==> src/rtl/p2m_echo_indication.sv <==
// rtl/p2m_echo_indication.sv - EchoIndication pipe-to-method deserializer with 2-entry message FIFO
// Optional delivered/dropped counters are built when P2M_ECHO_STATS_EN is defined.
module p2m_echo_indication (
    input  logic         CLK,
    input  logic         nRST,
    input  logic         pipe_enq__ENA,
    input  logic [143:0] pipe_enq_v,
    output logic         pipe_enq__RDY,
    output logic         method_heard__ENA,
    output logic [31:0]  method_heard_v,
    input  logic         method_heard__RDY,
    output logic         method_heard2__ENA,
    output logic [15:0]  method_heard2_a,
    output logic [15:0]  method_heard2_b,
    input  logic         method_heard2__RDY,
    output logic         method_heard3__ENA,
    output logic [15:0]  method_heard3_a,
    output logic [15:0]  method_heard3_b,
    output logic [31:0]  method_heard3_c,
    output logic [31:0]  method_heard3_d,
    input  logic         method_heard3__RDY
`ifdef P2M_ECHO_STATS_EN
    ,
    output logic [15:0]  stat_delivered,
    output logic [15:0]  stat_dropped
`endif
);

    logic [143:0] mem [2];
    logic         wr_ptr;
    logic         rd_ptr;
    logic [1:0]   count;

    logic [143:0] head;
    logic [15:0]  head_sel;
    logic [15:0]  head_len;
    logic [15:0]  head_tail;
    logic         has_head;
    logic         hdr_ok;
    logic         drop;
    logic         deliver;
    logic         push;
    logic         pop;

    assign head      = mem[rd_ptr];
    assign head_sel  = head[143:128];
    assign head_len  = head[127:112];
    assign head_tail = head[15:0];
    assign has_head  = (count != 2'd0);

    always_comb begin
        hdr_ok = 1'b0;
        if (head_len == 16'd5) begin
            case (head_sel)
                16'd0, 16'd1: hdr_ok = (head_tail == 16'd2);
                16'd2:        hdr_ok = (head_tail == 16'd4);
                default:      hdr_ok = 1'b0;
            endcase
        end
    end

    assign method_heard__ENA  = has_head && hdr_ok && (head_sel == 16'd0) && method_heard__RDY;
    assign method_heard2__ENA = has_head && hdr_ok && (head_sel == 16'd1) && method_heard2__RDY;
    assign method_heard3__ENA = has_head && hdr_ok && (head_sel == 16'd2) && method_heard3__RDY;

    // Data lines are gated so an idle or stalled method presents zeros.
    assign method_heard_v  = method_heard__ENA  ? head[111:80] : 32'd0;
    assign method_heard2_a = method_heard2__ENA ? head[111:96] : 16'd0;
    assign method_heard2_b = method_heard2__ENA ? head[95:80]  : 16'd0;
    assign method_heard3_a = method_heard3__ENA ? head[111:96] : 16'd0;
    assign method_heard3_b = method_heard3__ENA ? head[95:80]  : 16'd0;
    assign method_heard3_c = method_heard3__ENA ? head[79:48]  : 32'd0;
    assign method_heard3_d = method_heard3__ENA ? head[47:16]  : 32'd0;

    assign deliver       = method_heard__ENA || method_heard2__ENA || method_heard3__ENA;
    assign drop          = has_head && !hdr_ok;
    assign pop           = deliver || drop;
    assign pipe_enq__RDY = (count != 2'd2);
    assign push          = pipe_enq__ENA && pipe_enq__RDY;

    always_ff @(posedge CLK) begin
        if (push) begin
            mem[wr_ptr] <= pipe_enq_v;
        end
    end

    always_ff @(posedge CLK or negedge nRST) begin
        if (!nRST) begin
            wr_ptr <= 1'b0;
            rd_ptr <= 1'b0;
            count  <= 2'd0;
        end else begin
            if (push) begin
                wr_ptr <= ~wr_ptr;
            end
            if (pop) begin
                rd_ptr <= ~rd_ptr;
            end
            case ({push, pop})
                2'b10:   count <= count + 2'd1;
                2'b01:   count <= count - 2'd1;
                default: count <= count;
            endcase
        end
    end

`ifdef P2M_ECHO_STATS_EN
    always_ff @(posedge CLK or negedge nRST) begin
        if (!nRST) begin
            stat_delivered <= 16'd0;
            stat_dropped   <= 16'd0;
        end else begin
            if (deliver && (stat_delivered != 16'hFFFF)) begin
                stat_delivered <= stat_delivered + 16'd1;
            end
            if (drop && (stat_dropped != 16'hFFFF)) begin
                stat_dropped <= stat_dropped + 16'd1;
            end
        end
    end
`endif

endmodule

==> config.mk <==
export PLATFORM = sky130hd
export DESIGN_NAME = p2m_echo_indication
export DESIGN_NICKNAME = d
export VERILOG_FILES = /design/src/rtl/p2m_echo_indication.sv
export SDC_FILE = /design/constraint.sdc
export NUM_CORES = 1
export LEC_CHECK = 0
export ABC_AREA = 1
export CAP_MARGIN = 15
export CORE_ASPECT_RATIO = 0.5
export CORE_MARGIN = 4
export CORE_UTILIZATION = 48
export DETAILED_ROUTE_END_ITERATION = 6
export HOLD_SLACK_MARGIN = 0.08
export PLACE_DENSITY = 0.76
export SKIP_CTS_REPAIR_TIMING = 1
export SYNTH_ARGS = -nofsm -noshare
export SYNTH_HDL_FRONTEND = slang
export SYNTH_SLANG_ARGS = --single-unit
export TNS_END_PERCENT = 1
==> constraint.sdc <==
create_clock -name CLK -period 10.1 [get_ports CLK]
set_input_delay 2.02 -clock CLK [delete_from_list [all_inputs] [get_ports CLK]]
set_output_delay 2.02 -clock CLK [all_outputs]
set_load 0.05 [all_outputs]
==> results of run 1 <==
[worst max path at each step]
stage | from | to | cells past startpoint
after floorplan | pipe_enq__ENA | mem[1][0]$_DFFE_PP_ | 2
after global placement | method_heard3__RDY | method_heard3_d[25] | 6
after detailed placement | method_heard3__RDY | method_heard3_d[25] | 6
after CTS | rd_ptr$_DFFE_PN0P_ | method_heard2_b[4] | 12
after global routing | rd_ptr$_DFFE_PN0P_ | method_heard2_b[4] | 13
final | rd_ptr$_DFFE_PN0P_ | method_heard3_c[12] | 12
[through the flow]
stage          hold slack [ns]  area (um^2)
6_report                 0.521        15400
5_1_grt                  0.571        15400
4_1_cts                  0.522        15400
3_5_place_dp             0.509        14500
3_3_place_gp             0.496        14500
2_1_floorplan            0.482        11100
[state kept, by name (all words and copies together), names as in the netlist]
signal and flops:
mem 288, count 2, rd_ptr 1, wr_ptr 1
[where the power goes]
group | switching (mW) | internal, mW
clock | 0.420 | 0.539
combinational | 0.434 | 0.187
sequential | 0.111 | 1.66
total | 0.965 | 2.38
[critical path, stage by stage (launching register included)]
cell             delay, ns
dfrtp_4               0.76
inv_2                 0.31
buf_4                 0.65
nand2_1               0.11
nor2_1                0.16
nand3_1               0.09
nand2_1               0.13
nand3_1               0.13
nor2_4                0.18
nand4_4               0.27
buf_4                 0.49
a21oi_1               0.35
clkdlybuf4s50_1       0.88
[cells in the mapped netlist (all sizes together)]
master	n	area, um^2
nand4	5	46.3
clkbuf	28	105
dfrtp	4	100
nand2	168	631
buf	8	71.3
edfxtp	288	8650
or2	1	6.26
nand3b	7	52.6
nor2	150	573
ha	1	12.5
o211ai	1	7.51
o21ai	3	15.0
nor3	7	35.0
and3	1	6.26
xor2	1	8.76
mux2i	32	320
xnor2	1	8.76
inv	21	78.8
a21oi	66	330
nand3	12	60.1
[routing by layer]
| layer | GRT usage | vias to the layer above | share of wire |
|---|---|---|---|
| li1 | - | 3467 | - |
| met1 | 0.238 | 3618 | 0.38 |
| met2 | 0.364 | 227 | 0.53 |
| met3 | 0.0319 | 60 | 0.047 |
| met4 | 0.0739 | 0 | 0.037 |
| met5 | 0 | - | 0 |
[cell families (layout without fill, tap and decap cells)]
group                      count (synthesis)  after routing  synth area share
AOI/OAI and AO/OA                         70             70            0.0317
adders and majority gates                  1              1           0.00113
buffers and inverters                     57            391            0.0230
other                                      0              4                 0
and+or+nand+nor                          351            351             0.127
xor gates and xnor gates                   2              2           0.00158
DFF                                      292            292             0.787
muxes                                     32             32            0.0288
[area by class of cell]
class | instances | area (um^2)
well taps | 307 | 384
inverters | 21 | 78.8
clock buffers | 31 | 691
clock inverters | 17 | 130
fillers | 1620 | 7410
repair buffers | 322 | 3200
flip-flops and latches | 292 | 8750
diodes | 4 | 10.0
multi-input cells | 456 | 2130
==> flow_metrics.env, run 1 <==
export IMPL_p_leak_nw=5.45
export IMPL_final_layout_size_suffix_gt1_frac=0.0483
export IMPL_grt_pass1_wl_um=40100
export IMPL_setup_viol=0
export IMPL_dieArea_um2=25800
export IMPL_rsz0062_at_grt="false"
export IMPL_maxCapViolCount=0
export IMPL_drcViolationCount=0
export IMPL_r2r_cells=15
export IMPL_fin_worst_skew_ns=0.00938
export IMPL_relSlewSlack=0.312
export IMPL_peakVddDrop_v=0.000120
export IMPL_antenna_found_initial=4
export IMPL_r2r_end="count[1]$_DFFE_PN0P_"
export IMPL_path_clk_slew_ns=0.07
export IMPL_path_max_fanout=81
export IMPL_period_share=0.711
export IMPL_syn_area_per_cell_um2=13.8
export IMPL_pre_cts_slack_ns=3.29
export IMPL_clk_latency_ns=0.53
export IMPL_cts_buffer_depth=3
export IMPL_synth_area_um2=11100
export IMPL_p_total_mw=3.35
export IMPL_row_count=39
export IMPL_final_cell_mix="clkdlybuf4s50_1 (313), edfxtp_1 (288), nand2_1 (168)"
export IMPL_synthCells=805
export IMPL_power_density_nw_per_um2=218
export IMPL_viasPerCell=5.08
export IMPL_criticalPathCategory="flip-flop to output port"
export IMPL_min_from="count[0]$_DFFE_PN0P_"
export IMPL_hold_viol_final=0
export IMPL_finalWorstSetupSlack_ns=2.92
export IMPL_final_max_slew_violation_count=0
export IMPL_grt_pass1_vias=7469
export IMPL_num_io_pins=314
export IMPL_postRouteWirelength_um=27100
export IMPL_htree_levels=1
export IMPL_endpoint_kind="output port"
export IMPL_finalNonFillerCells=1450
export IMPL_core_area_um2=22800
export IMPL_worstHoldPathType="flip-flop to flip-flop"
export IMPL_first_pass_iters=6
export IMPL_r2r_start="rd_ptr$_DFFE_PN0P_"
export IMPL_vias=7372
export IMPL_synth_seq_area_share=0.787
export IMPL_fin_nets=1270
export IMPL_drtIter0Drc=523
export IMPL_utilization=0.675
export IMPL_clock_root_buffer="clkbuf_16"
export IMPL_grt_overflow=0
export IMPL_min_period_ns=7.18
export IMPL_dp_cells=1398
export IMPL_die_w_um=223
export IMPL_min_path_cells=1
export IMPL_worst_slew_pin_slew_ns=1.03
export IMPL_syn_num_nets=956
export IMPL_portBuffers=313
export IMPL_synth_cell_types=25
export IMPL_grtUsageTotal=0.197
export IMPL_grt_start_max_net_pins=82
export IMPL_numCtsBuffers=26
export IMPL_worst_ep_required_time_ns=8.08
export IMPL_rrSetupSlack_ns=6.45
export IMPL_dpl_hpwl_um=18000
export IMPL_hold_end="count[0]$_DFFE_PN0P_"
export IMPL_clock_sinks=292
export IMPL_antenna_left=0
export IMPL_setup_tns_ns=0
export IMPL_wl_per_cell_um=18.7
export IMPL_final_common_cell="clkdlybuf4s50_1"
export IMPL_syn2layout_area_growth_pct=38.3
export IMPL_cts_tree="built"
export IMPL_yosysWarnings=0
export IMPL_start_util=0.488
export IMPL_fmax_mhz=139
export IMPL_status="finished, final reports clean"
export IMPL_arrival_ns=5.16
export IMPL_fp_dieH_um=116
export IMPL_synth_seq_cells=292
export IMPL_start_kind="flip-flop"
export IMPL_gp_congestion=0.847
No activity file was read; power rests on OpenSTA's default activity.
==> run 2, diff against run 1 <==
==> constraint.sdc (replaced) <==
create_clock -name CLK -period 7.3 [get_ports CLK]
set_input_delay 1.46 -clock CLK [delete_from_list [all_inputs] [get_ports CLK]]
set_output_delay 1.46 -clock CLK [all_outputs]
set_load 0.05 [all_outputs]
==> run 2 against run 1 <==
Global-route usage grew 0.14 points. Via count decreased by 0.57%. Clock skew up 0.013 ns. Sequential power grew 36%. Largest power group unchanged.
==> flow_metrics.env, run 2 (synthesis gave the netlist of run 1 again) <==
export IMPL_arrival_ns=4.71
export IMPL_viasPerCell=5.07
export IMPL_final_max_slew_violation_count=0
export IMPL_htree_levels=1
export IMPL_wl_per_cell_um=18.7
export IMPL_final_area_um2=15400
export IMPL_slowest_delay_ns=0.90
export IMPL_clock_sinks=292
export IMPL_die_w_um=223
export IMPL_clk_latency_ns=0.54
export IMPL_relSlewSlack=0.290
export IMPL_regMostFlops="mem"
export IMPL_drcViolationCount=0
export IMPL_grt_overflow=0
export IMPL_fmax_mhz=162
export IMPL_rsz0062_at_grt="false"
export IMPL_period_share=0.846
export IMPL_path_max_fanout=79
export IMPL_min_period_ns=6.18
export IMPL_first_pass_iters=4
export IMPL_fin_worst_skew_ns=0.0224
export IMPL_antenna_found_initial=1
export IMPL_maxCapViolCount=0
export IMPL_dr_wl_met3_um=1440
export IMPL_numCtsBuffers=26
export IMPL_reg_top3="mem (288), count (2)"
export IMPL_met1_length_um=10300
export IMPL_whs_ns=0.526
export IMPL_drtIter0Drc=543
export IMPL_start_kind="flip-flop"
export IMPL_grtUsageTotal=0.198
export IMPL_grt_pass1_wl_um=40300
export IMPL_top_layer="met4"
export IMPL_cts_buffer_depth=3
export IMPL_start_util=0.488
export IMPL_num_io_pins=314
export IMPL_grt_start_max_net_pins=114
export IMPL_power_density_nw_per_um2=304
export IMPL_setup_viol=0
export IMPL_cp_slowest_cell="buf_4"
export IMPL_cts_tree="built"
export IMPL_utilization=0.676
export IMPL_worstHoldPathType="flip-flop to flip-flop"
export IMPL_worst_ep_required_time_ns=5.84
export IMPL_gp_congestion=0.812
export IMPL_endpoint_kind="output port"
export IMPL_crit_family="buffers and inverters"
export IMPL_vias=7330
export IMPL_portBuffers=313
export IMPL_core_area_um2=22800
export IMPL_final_common_cell="clkdlybuf4s50_1"
export IMPL_postRouteWirelength_um=27100
export IMPL_dpl_hpwl_um=18000
export IMPL_critPathMostFrequentCell="buf_4"
export IMPL_final_layout_size_suffix_gt1_frac=0.0484
export IMPL_dieArea_um2=25800
export IMPL_cp_num_buf_inv=4
export IMPL_place_area_um2=14600
export IMPL_hold_viol_final=0
export IMPL_wl_met2_um=14300
export IMPL_fp_dieH_um=116
export IMPL_clock_root_buffer="clkbuf_16"
export IMPL_nFillCells=1604
export IMPL_grt_pass1_vias=7403
export IMPL_status="finished, final reports clean"
export IMPL_p_leak_nw=5.47
export IMPL_row_count=39
export IMPL_worst_slew_pin_slew_ns=1.07
export IMPL_peakVddDrop_v=0.000194
export IMPL_path_clk_slew_ns=0.07
export IMPL_criticalPathCategory="flip-flop to output port"
export IMPL_fin_nets=1268
export IMPL_critical_path_cell_chain="buf_4, nor2_1, nand3b_1, nand2_1, nand3_1, inv_1, nand4_4, buf_4, a21oi_1, clkdlybuf4s50_1"
export IMPL_final_cell_mix="clkdlybuf4s50_1 (313), edfxtp_1 (288), nand2_1 (168)"
export IMPL_syn2layout_area_growth_pct=38.7
export IMPL_largest_reg_flops=288
export IMPL_antenna_left=0
## run 2: changes by cell type in the layout (fill, tap and decap cells not counted), sizes merged
cell | before | now
buf | 9 | 7
diode | 4 | 2
bufinv | 2 | 3
clkbuf | 31 | 30
clkinvlp | 1 | 0
inv | 21 | 22
## run 2: layout make-up
cell class / instances / area (um^2) / area share
Antenna cell: 2 / 5.00 / 0.000325
Clock buffer: 30 / 687 / 0.0446
Clock inverter: 18 / 170 / 0.0110
Inverter: 21 / 78.8 / 0.00511
Multi-Input combinational cell: 456 / 2130 / 0.138
Sequential cell: 292 / 8750 / 0.568
Tap cell: 307 / 384 / 0.0249
Timing Repair Buffer: 320 / 3210 / 0.208
## run 2: worst paths after layout
check / startpoint / to / slack, ns / cells past startpoint
worst max-delay path: rd_ptr$_DFFE_PN0P_ / method_heard3_d[24] / 1.13 / 10
worst min-delay path: count[0]$_DFFE_PN0P_ / count[0]$_DFFE_PN0P_ / 0.53 / 1
worst max register to register: rd_ptr$_DFFE_PN0P_ / count[1]$_DFFE_PN0P_ / 4.00 / 12
worst min register to register: count[0]$_DFFE_PN0P_ / count[0]$_DFFE_PN0P_ / 0.53 / 1
max in group asynchronous: nRST / rd_ptr$_DFFE_PN0P_ / 5.96 / 1
min in group asynchronous: nRST / wr_ptr$_DFFE_PN0P_ / 1.13 / 1
## run 2: routing by layer
layer	global-route usage	vias to the layer above
met2	0.361	238
met1	0.241	3570
met3	0.0324	66
li1	-	3456
met4	0.0825	0
met5	0	-
## run 2: stage by stage
step	total power [mW]	setup TNS [ns]	worst slack, ns	instances
floorplan	3.07	-132.38	-0.919	805
global placement	3.32	0	1.62	1396
detailed placement	3.36	0	1.62	1396
CTS	4.75	0	1.06	1444
global route	4.94	0	0.804	1445
finish	4.69	0	1.13	1446
## run 2: power breakdown
part / switching [mW] / internal, mW
registers: 0.124 / 2.29
clock network: 0.598 / 0.784
logic: 0.632 / 0.266
==> run 3, diff against run 2 <==
--- a/config.mk
+++ b/config.mk
@@ -9,10 +9,10 @@
 export CAP_MARGIN = 15
 export CORE_ASPECT_RATIO = 0.5
 export CORE_MARGIN = 4
-export CORE_UTILIZATION = 48
+export CORE_UTILIZATION = 43
 export DETAILED_ROUTE_END_ITERATION = 6
 export HOLD_SLACK_MARGIN = 0.08
-export PLACE_DENSITY = 0.76
+export PLACE_DENSITY = 0.72
 export SKIP_CTS_REPAIR_TIMING = 1
 export SYNTH_ARGS = -nofsm -noshare
 export SYNTH_HDL_FRONTEND = slang
==> constraint.sdc (replaced) <==
create_clock -name CLK -period 5.58 [get_ports CLK]
set_input_delay 1.116 -clock CLK [delete_from_list [all_inputs] [get_ports CLK]]
set_output_delay 1.116 -clock CLK [all_outputs]
set_load 0.05 [all_outputs]
==> run 3 against run 2 <==
Sequential share of layout area down 4.6 points. Final cell count up 3.1%. Hold slack better by 0.011 ns. Sequential power up 30%. Clock skew down 0.0024 ns. Design area up 8.7%. Critical path type unchanged. Critical endpoint is now method_heard3__ENA. Largest power group unchanged.
==> flow_metrics.env, run 3 (synthesis gave the netlist of run 1 again) <==
export IMPL_status="finished, final reports clean"
export IMPL_postRouteWirelength_um=29600
export IMPL_core_area_um2=25300
export IMPL_final_common_cell="edfxtp_1"
export IMPL_combPwrFrac=0.193
export IMPL_hold_viol_final=0
export IMPL_fin_worst_skew_ns=0.0200
export IMPL_grt_overflow=0
export IMPL_final_cell_mix="edfxtp_1 (288), nand2_1 (168), clkdlybuf4s50_1 (151)"
export IMPL_worst_ep_required_time_ns=4.46
export IMPL_drcViolationCount=0
export IMPL_p_switching_mw=1.81
export IMPL_start_kind="flip-flop"
export IMPL_dieArea_um2=28600
export IMPL_gp_congestion=0.825
export IMPL_worst_slew_pin_slew_ns=0.856
export IMPL_largest_reg_flops=288
export IMPL_first_pass_iters=5
export IMPL_cts_tree="built"
export IMPL_place_area_um2=15800
export IMPL_antenna_left=0
export IMPL_grt_start_max_net_pins=87
export IMPL_min_period_ns=4.78
export IMPL_vias=7397
export IMPL_period_share=0.857
export IMPL_path_clk_slew_ns=0.07
export IMPL_grt_pass1_wl_um=43600
export IMPL_die_w_um=235
export IMPL_grtUsageTotal=0.196
export IMPL_wl_per_cell_um=19.8
export IMPL_maxCapViolCount=0
export IMPL_row_count=41
export IMPL_clock_sinks=292
export IMPL_fin_nets=1273
export IMPL_drtIter0Drc=580
export IMPL_antenna_found_initial=4
export IMPL_clock_root_buffer="clkbuf_16"
export IMPL_regMostFlops="mem"
export IMPL_utilization=0.661
export IMPL_setup_viol=0
export IMPL_relSlewSlack=0.428
export IMPL_portBuffers=313
export IMPL_final_max_slew_violation_count=0
export IMPL_arrival_ns=3.67
export IMPL_p_leak_nw=6.18
export IMPL_switching_share=0.291
export IMPL_path_max_fanout=40
export IMPL_htree_levels=1
export IMPL_worstHoldPathType="flip-flop to flip-flop"
export IMPL_final_layout_size_suffix_gt1_frac=0.199
export IMPL_rsz0062_at_grt="false"
export IMPL_finalNonFillerCells=1491
export IMPL_start_util=0.439
export IMPL_peakVddDrop_v=0.000214
export IMPL_clk_latency_ns=0.54
export IMPL_numCtsBuffers=26
export IMPL_viasPerCell=4.96
export IMPL_fmax_mhz=209
export IMPL_cts_buffer_depth=3
export IMPL_fp_dieH_um=122
export IMPL_intPower_mw=4.42
export IMPL_dpl_hpwl_um=20600
export IMPL_reg_top3="mem (288), count (2)"
export IMPL_clkPwrFrac=0.303
export IMPL_grt_pass1_vias=7556
export IMPL_endpoint_kind="output port"
export IMPL_power_density_nw_per_um2=372
export IMPL_syn2layout_area_growth_pct=50.8
export IMPL_num_io_pins=314
export IMPL_criticalPathCategory="flip-flop to output port"
export IMPL_dp_cells=1438
export IMPL_final_area_um2=16800
export IMPL_power_share_sequential=0.504
run 3: worst paths after layout:
path / start / to / slack (ns) / cells past startpoint
setup / recovery: rd_ptr$_DFFE_PN0P_ / method_heard3__ENA / 0.80 / 11
max in group asynchronous: nRST / rd_ptr$_DFFE_PN0P_ / 4.56 / 1
min in group asynchronous: nRST / rd_ptr$_DFFE_PN0P_ / 0.80 / 1
setup reg to reg: rd_ptr$_DFFE_PN0P_ / count[1]$_DFFE_PN0P_ / 2.67 / 14
hold reg to reg: count[0]$_DFFE_PN0P_ / count[0]$_DFFE_PN0P_ / 0.54 / 1
hold / removal: count[0]$_DFFE_PN0P_ / count[0]$_DFFE_PN0P_ / 0.54 / 1
run 3: area by class of cell:
type	count	area, um^2
Sequential cell	292	8750
Fill cell	1793	8580
Timing Repair Buffer	325	4460
Multi-Input combinational cell	456	2130
Clock buffer	28	679
Tap cell	344	430
Clock inverter	20	225
Inverter	21	78.8
Antenna cell	5	12.5
run 3: per-layer routing:
| metal | GRT usage | routed length (um) | vias up |
|---|---|---|---|
| li1 | - | - | 3472 |
| met1 | 0.238 | 11300 | 3663 |
| met2 | 0.365 | 16100 | 215 |
| met3 | 0.0344 | 1410 | 47 |
| met4 | 0.0539 | 699 | 0 |
| met5 | 0 | 0 | - |
run 3: stage by stage:
stage               hold slack [ns]  total power, mW  setup WS [ns]  TNS, ns
floorplan                     0.482             4.02          -2.30  -330.53
global placement              0.495             4.35           1.38        0
detailed placement            0.512             4.41           1.35        0
CTS                           0.526             6.29          0.756        0
global route                  0.552             6.56          0.573        0
finish                        0.537             6.23          0.796        0
run 3: critical path, stage by stage, from the launching register on:
cell and delay, ns:
dfrtp_4 0.61, buf_4 0.45, nand3b_1 0.12, nand2_1 0.16, nand3_1 0.10, nand2_1 0.08, nand3_1 0.13, nor2_4 0.18
nand4_4 0.09, buf_4 0.30, inv_2 0.08, clkdlybuf4s50_1 0.79
run 3: power by group through the flow:
stage	clock network [mW]	registers (mW)	logic [mW]
3_5_place_dp	0	3.19	1.22
5_1_grt	2.03	3.18	1.34
2_1_floorplan	0	3.22	0.803
3_3_place_gp	0	3.17	1.18
4_1_cts	1.92	3.15	1.23
6_report	1.89	3.14	1.20
